[src/rtl/diff_block_pipe_if.sv]
// Handshake bundle for diff_block_pipe: pixel beats in, residual beats out.
// master = producer/consumer side (testbench), slave = the residual stage.
interface diff_block_pipe_if #(
    parameter int PIX_W = 8,
    parameter int LANES = 4,
    parameter int ROWS  = 4
);
    localparam int ROW_W = $clog2(ROWS);
    localparam int SAD_W = PIX_W + $clog2(LANES * ROWS);

    logic                         in_valid;
    logic                         in_ready;
    logic [LANES*PIX_W-1:0]       org;
    logic [LANES*PIX_W-1:0]       cur;
    logic                         out_valid;
    logic                         out_ready;
    logic [LANES*(PIX_W+1)-1:0]   diff;
    logic [ROW_W-1:0]             out_row;
    logic                         out_last;
    logic [SAD_W-1:0]             sad;

    modport master (
        output in_valid, org, cur, out_ready,
        input  in_ready, out_valid, diff, out_row, out_last, sad
    );

    modport slave (
        input  in_valid, org, cur, out_ready,
        output in_ready, out_valid, diff, out_row, out_last, sad
    );
endinterface

[src/rtl/diff_block_pipe.sv]
// Multi-lane residual stage (org - cur) with row framing for the SATD datapath.
// Optional block SAD accumulator is built only when DIFF_SAD_EN is defined.
module diff_block_pipe #(
    parameter int PIX_W = 8,
    parameter int LANES = 4,
    parameter int ROWS  = 4
) (
    input logic             clk,
    input logic             rst,
    input logic             enable,
    input logic             clr,
    diff_block_pipe_if.slave bus
);
    localparam int DW    = PIX_W + 1;
    localparam int ROW_W = $clog2(ROWS);
    localparam int SAD_W = PIX_W + $clog2(LANES * ROWS);

    logic                  accept;
    logic                  row_is_last;
    logic [ROW_W-1:0]      row_q;
    logic                  out_valid_q;
    logic [LANES*DW-1:0]   diff_q;
    logic [LANES*DW-1:0]   diff_next;
    logic [ROW_W-1:0]      out_row_q;
    logic                  out_last_q;

    // A full output register may drain and refill in the same cycle.
    assign bus.in_ready = enable && !clr && (!out_valid_q || bus.out_ready);
    assign accept       = bus.in_valid && bus.in_ready;
    assign row_is_last  = (row_q == ROW_W'(ROWS - 1));

    always_comb begin
        diff_next = '0;
        for (int i = 0; i < LANES; i++) begin
            diff_next[i*DW +: DW] = {1'b0, bus.org[i*PIX_W +: PIX_W]}
                                  - {1'b0, bus.cur[i*PIX_W +: PIX_W]};
        end
    end

    always_ff @(posedge clk or negedge rst) begin
        if (!rst) begin
            out_valid_q <= 1'b0;
            diff_q      <= '0;
            out_row_q   <= '0;
            out_last_q  <= 1'b0;
            row_q       <= '0;
        end else if (clr) begin
            out_valid_q <= 1'b0;
            row_q       <= '0;
        end else if (accept) begin
            out_valid_q <= 1'b1;
            diff_q      <= diff_next;
            out_row_q   <= row_q;
            out_last_q  <= row_is_last;
            row_q       <= row_is_last ? '0 : row_q + ROW_W'(1);
        end else if (bus.out_ready) begin
            out_valid_q <= 1'b0;
        end
    end

    assign bus.out_valid = out_valid_q;
    assign bus.diff      = diff_q;
    assign bus.out_row   = out_row_q;
    assign bus.out_last  = out_last_q;

`ifdef DIFF_SAD_EN
    logic [SAD_W-1:0] acc_q;
    logic [SAD_W-1:0] acc_next;
    logic [SAD_W-1:0] sad_q;
    logic [SAD_W-1:0] lane_sum;
    logic [DW-1:0]    lane_d;
    logic [DW-1:0]    lane_neg;

    // Row 0 starts a fresh block sum; the final row's total is latched into sad.
    always_comb begin
        lane_sum = '0;
        lane_d   = '0;
        lane_neg = '0;
        for (int i = 0; i < LANES; i++) begin
            lane_d   = diff_next[i*DW +: DW];
            lane_neg = -lane_d;
            lane_sum = lane_sum + SAD_W'(lane_d[PIX_W] ? lane_neg[PIX_W-1:0]
                                                       : lane_d[PIX_W-1:0]);
        end
        acc_next = ((row_q == '0) ? '0 : acc_q) + lane_sum;
    end

    always_ff @(posedge clk or negedge rst) begin
        if (!rst) begin
            acc_q <= '0;
            sad_q <= '0;
        end else if (clr) begin
            acc_q <= '0;
        end else if (accept) begin
            acc_q <= acc_next;
            if (row_is_last) begin
                sad_q <= acc_next;
            end
        end
    end

    assign bus.sad = sad_q;
`else
    assign bus.sad = '0;
`endif
endmodule

[src/flat_wrapper.sv]
// flat-port wrapper written by rule: the top's interface ports become plain ports
module diff_block_pipe_flat 
#(
    parameter int PIX_W = 8,
    parameter int LANES = 4,
    parameter int ROWS  = 4
)
  (clk, rst, enable, clr, bus_in_valid, bus_org, bus_cur, bus_out_ready, bus_in_ready, bus_out_valid, bus_diff, bus_out_row, bus_out_last, bus_sad);
  diff_block_pipe_if #(.PIX_W(PIX_W), .LANES(LANES), .ROWS(ROWS)) bus_i ();
  input logic clk;
  input logic rst;
  input logic enable;
  input logic clr;
  input wire logic [$bits(bus_i.in_valid)-1:0] bus_in_valid;
  input wire logic [$bits(bus_i.org)-1:0] bus_org;
  input wire logic [$bits(bus_i.cur)-1:0] bus_cur;
  input wire logic [$bits(bus_i.out_ready)-1:0] bus_out_ready;
  output wire logic [$bits(bus_i.in_ready)-1:0] bus_in_ready;
  output wire logic [$bits(bus_i.out_valid)-1:0] bus_out_valid;
  output wire logic [$bits(bus_i.diff)-1:0] bus_diff;
  output wire logic [$bits(bus_i.out_row)-1:0] bus_out_row;
  output wire logic [$bits(bus_i.out_last)-1:0] bus_out_last;
  output wire logic [$bits(bus_i.sad)-1:0] bus_sad;
  assign bus_i.in_valid = bus_in_valid;
  assign bus_i.org = bus_org;
  assign bus_i.cur = bus_cur;
  assign bus_i.out_ready = bus_out_ready;
  assign bus_in_ready = bus_i.in_ready;
  assign bus_out_valid = bus_i.out_valid;
  assign bus_diff = bus_i.diff;
  assign bus_out_row = bus_i.out_row;
  assign bus_out_last = bus_i.out_last;
  assign bus_sad = bus_i.sad;
  diff_block_pipe #(.PIX_W(PIX_W), .LANES(LANES), .ROWS(ROWS)) u_core (.clk(clk), .rst(rst), .enable(enable), .clr(clr), .bus(bus_i));
endmodule
[config.mk]
export PLATFORM = sky130hd
export DESIGN_NAME = diff_block_pipe_flat
export DESIGN_NICKNAME = d
export VERILOG_FILES = /design/src/rtl/diff_block_pipe_if.sv /design/src/rtl/diff_block_pipe.sv /design/src/flat_wrapper.sv
export SDC_FILE = /design/constraint.sdc
export NUM_CORES = 1
export LEC_CHECK = 0
export CORE_ASPECT_RATIO = 2
export CORE_MARGIN = 8
export CORE_UTILIZATION = 47
export DETAILED_ROUTE_END_ITERATION = 8
export PLACE_DENSITY_LB_ADDON = 0.05
export SETUP_SLACK_MARGIN = 0.3
export SYNTH_ARGS = -nofsm -noshare
export SYNTH_HDL_FRONTEND = slang
export SYNTH_SLANG_ARGS = --single-unit
[constraint.sdc]
create_clock -name clk -period 4.4 [get_ports clk]
set_clock_uncertainty 0.2 [all_clocks]
set_input_delay 0.88 -clock clk [delete_from_list [all_inputs] [get_ports clk]]
set_output_delay 0.88 -clock clk [all_outputs]
set_load 0.005 [all_outputs]
Word level (Yosys, flattened, before mapping). Cells that the tools add are included.

Add/subtract/negate cells: 5. Equality and inequality tests: 1. Multiplexer cells: 6. Bitwise operators: 1. Reduce and logical (&&, ||, !) cells: 9.

Operator list (count): 8-bit by 8-bit subtractor with 9-bit output (4); 2-bit 2-to-1 mux (3); 1-bit logical AND (3); 1-bit 2-to-1 mux (3); 3-bit nonzero test (1); 2-bit by 1-bit adder with 2-bit output, second input constant (1); 2-bit == test, second input constant (1); 1-bit zero test (2); 2-bit AND reduction (1); 2-bit nonzero test (1); 1-bit logical OR (1); 1-bit inverter (1).

Register bits: 42. Input bits: 70. Output and inout port bits: 53. Logic and storage cells: 27.

Longest topological paths before layout.
Depth in word-level cells: 6. Mapped depth: 8. Depth with buffers taken out: 8.

Worst setup path before layout. OpenSTA, ideal clock, no wires.

Kind: in2reg. Start: input port bus_org[24]. End: register u_core.diff_q[35], in the netlist u_core.bus.diff[35]. Setup time: 124 ps. Arrival time: 2219 ps. Data required time: 4076 ps. Setup slack: 1858 ps. Cell stages on the path: 8. Path buffers: 0. Path through: inv_1 > ha_1 > fa_1 > nor2b_4 > o31ai_2 > a21oi_2 > a2111oi_2 > a211o_1.

Word-level cells in the longest chain between the ends: 1.

RTL lines: start, declared (RTL line flat_wrapper.sv:15) `input wire logic [$bits(bus_i.org)-1:0] bus_org;`; 8-bit by 8-bit subtractor with 9-bit output (RTL line diff_block_pipe.sv:36) `- {1'b0, bus.cur[i*PIX_W +: PIX_W]};`; end signal, assigned (RTL line diff_block_pipe.sv:52) `diff_q <= diff_next;`; end, declared (RTL line diff_block_pipe.sv:22) `logic [LANES*DW-1:0] diff_q;`.

Every way passes these cells. A chain may end at the register's enable or synchronous reset.

Final worst setup path.
Start: input port bus_out_ready. End: output port bus_in_ready.

Word-level cells in the longest chain between the ends: 2.

RTL lines: start, declared (RTL line flat_wrapper.sv:17) `input wire logic [$bits(bus_i.out_ready)-1:0] bus_out_ready;`; 1-bit logical OR (RTL line diff_block_pipe.sv:28) `assign bus.in_ready = enable && !clr && (!out_valid_q || bus.out_ready);`; 1-bit logical AND (RTL line diff_block_pipe.sv:28); end, declared (RTL line flat_wrapper.sv:18) `output wire logic [$bits(bus_i.in_ready)-1:0] bus_in_ready;`.

Every way passes these cells.

==> summary.md <==
| Metric | Value |
|---|---|
| Run status | completed |
| Slowest stage delay, CP | 0.50 ns |
| Adder-cell share of the synthesized area | 16.4% |
| Growth of design area from synthesis to finish | 42.2% |
| Total of warnings raised by yosys | 0 |
| Pin count of the biggest net entering global routing | 84 |
| Most repeated library cell on the critical path | clkdlybuf4s50_1 |
| Leakage power | 2.02 nW |
| Core footprint | 6260 um^2 |
| Dominant combinational cell family by area after synthesis | compound AO/OA/AOI/OAI gates |
| Max_slew headroom | 37.1% |
| Gate family responsible for the most delay along the worst path | buffers and inverters |
| Gr usage total | 16.9% |
| Async SR Flop Fraction | 100% |
| Leading cell types by total area after synthesis | dfrtp_1 (35%), ha_1 (14%), o21ai_0 (5.3%) |
| Global-route wire length before repair | 12.6 mm |
| Xor-xnor portion of the synthesized cell area | 3.49% |
| Die height | 129 um |
| Final total negative setup slack | 0 ns |
| Tightest Hold Check Type | reg -> reg |
| TritonRoute pass-1 iters | 4 |
| Number of distinct library cells after synthesis | 32 |
| Global placement routability congestion | 0.815 |
| Largest fanout on the critical path | 3 |
| CTS tree | yes |
| Gate count after technology mapping | 329 |
| Utilization after layout | 68.4% |
| Critical path launch point type | primary input |
| Commonest cells post-synth | dfrtp_1 (42), nand2_1 (40), inv_1 (36) |
| Layout cell share with drive strength beyond 1 | 6.19% |
| Ratio of total power to cell area | 320 nW/um^2 |
| Final net count | 544 |
| Highest Clock Rate | 311 MHz |
| Critical Path, Cell by Cell | clkdlybuf4s50_1, nand2b_1, and3b_1, clkdlybuf4s50_1 |
| Area fraction in and, or, nand and nor cells after synthesis | 15.7% |
| Clock-pin slew on the worst setup and hold paths | 0.05 ns |
| Worst IR drop on VDD | 0.000213 V |
| FF+latch count, synth | 42 |
| Total number of vias | 2600 |
| Via count of the first global-routing pass | 2772 |
| Crit end category | output port |
| Antenna violations before repair | 0 |
| Post-layout power | 1.37 mW |
| # DRC | 0 |
| Number of DRC markers after the initial detailed-route iteration | 63 |
| Routed vias/inst | 4.98 |
| Number of instances resized during post-cts repair | 0 |
| Final global-route overflow total | 0 |
| Ys flop type | dfrtp_1 |
| Setup repair after global routing missed its margin | no |
| Master cell of the clock root buffer | clkbuf_16 |
| HPWL Detailed | 6.10 mm |
| TritonCTS sink count | 42 |
| Standard-cell rows | 41 |
| Initial Utilization | 48.1% |
| Synth Cell Area | 3010 um^2 |
| Launch instance of the worst register-to-register path | u_core.bus.out_valid |
| Fraction of post-synthesis cell area in the top cell type by area | 34.9% |
| Antenna viol nets, final | 0 |
| Total CTS buffers | 5 |
| Count of endpoints failing hold in the final timing report | 0 |
| Origin of the worst setup path | bus_out_ready |
| # Post-CTS Setup Buffers | 0 |
| Number of inserted diodes | 0 |
| Maximum level of the CTS H-tree | 2 |
| Routed WL | 7.53 mm |
| Share of synthesized area spent on multiplexers | 1.45% |
| Hold_ws | 0.272 ns |
| Most frequently used cell type in the post-synthesis netlist | dfrtp_1 |
| Number of max-cap violations | 0 |
| CP max stage cell | clkdlybuf4s50_1 |
| Max Buffers Root-to-Sink | 2 |
| Final critical-path share of the clock period | 73.1% |
| Fraction of the mapped netlist area in compound gates | 19.1% |
| Average cell area after synthesis | 9.15 um^2 |
| Max Slew Vio Count | 0 |
| Tightest Pin Transition | 0.943 ns |
| Routed length per placed instance | 14.4 um |
| Post-synth top area cell | dfrtp_1 |
| Port bufs | 110 |
| Signal arrival time at the worst endpoint | 2.14 ns |
| Die area | 9380 um^2 |
| Critical hold path startpoint | u_core.bus.diff[12] |
| Number of primary I/O pins | 123 |
| Count of flip-flops with a built-in enable after synthesis | 0 |
| Crit path buf inv count | 2 |
| Skew-Pair Late Insertion Delay | 0.28 ns |
| Post-layout minimum cycle time | 3.22 ns |
| Worst Setup Path Type | in -> out |
| Final std cell area, no fill | 4280 um^2 |
| Setup Viol. Count Final | 0 |
| Data required time of the worst path | 3.32 ns |
| Die span in x | 72.6 um |
| Post-cts hold buffer count | 0 |
| Post-detailed-placement cell area | 4140 um^2 |
| Share of synthesized area occupied by flip-flops and latches | 34.9% |
## cell usage in the layout (no fill, tap or decap), types with 4 or more instances in the layout
cell / count
a2111oi_2: 4
a211o_1: 4
a211oi_1: 4
a21oi_1: 5
a21oi_2: 4
clkbuf_16: 5
clkdlybuf4s50_1: 109
conb_1: 12
dfrtp_1: 42
fa_1: 4
ha_1: 33
inv_1: 36
nand2_1: 40
nand2b_1: 9
nor2_1: 18
nor2b_4: 4
nor3_1: 13
nor3b_1: 4
o21a_1: 12
o21ai_0: 32
o22ai_1: 4
o31ai_1: 8
o31ai_2: 4
or4_1: 4
xnor2_1: 4
xor2_1: 8
## worst register-to-register path: stages (launching register included)
cell and delay [ns]:
dfrtp_1 0.39, nand2b_1 0.11, nand4b_1 0.17, buf_12 0.25, a2111oi_2 0.38, a211o_1 0.14
## cells by family after synthesis
family,Yosys count
adder cells (fa/ha/maj),37
flip-flops,42
AND/OR/NAND/NOR,94
multiplexers,4
buffers and inverters,57
XOR/XNOR,12
other,1
AO/OA/AOI/OAI,82
## flip-flops by register name, summed over array words and instances, names as in the netlist
name                  count
u_core.row_q              2
u_core.bus.out_last       1
u_core.bus.diff          36
u_core.bus.out_valid      1
u_core.bus.out_row        2
## cell type report
type	instances	area (um^2)
Sequential cell	42	1050
Clock buffer	6	139
Multi-Input combinational cell	241	1730
Inverter	36	135
Fill cell	542	1980
Timing Repair Buffer	111	1120
Tap cell	86	108
## final timing paths
path / cells past startpoint / end / slack, ns
worst max-delay path: 4 / bus_in_ready / 1.18
worst min-delay path: 2 / u_core.bus.diff[12] / 0.27
worst max register to register: 5 / u_core.bus.diff[35] / 2.71
worst min register to register: 2 / u_core.bus.diff[12] / 0.27
max in group asynchronous: 1 / u_core.bus.diff[24] / 2.86
min in group asynchronous: 1 / u_core.bus.diff[7] / 0.54
## where the power goes
part	leakage (nW)	internal, mW	switching, mW
Combinational	1.42	0.300	0.203
Sequential	0.528	0.466	0.0439
Clock	0.0688	0.219	0.136
Total	2.02	0.985	0.384
## layer usage
layer  part of all wire, %  up-vias  global-route usage [%]
met2                    55       76                    31.7
met5                     0        -                       0
met4                   1.8        0                    6.53
li1                      -     1320                       -
met3                   6.2       10                    4.72
met1                    37     1194                    16.6
## metrics by stage
stage                     setup WS, ns  std cells
after detailed placement          1.18        516
after global placement            1.22        516
after floorplan                   1.86        340
after global routing              1.13        522
after CTS                         1.18        522
final                             1.18        522
(Power assumes the default switching activity.)
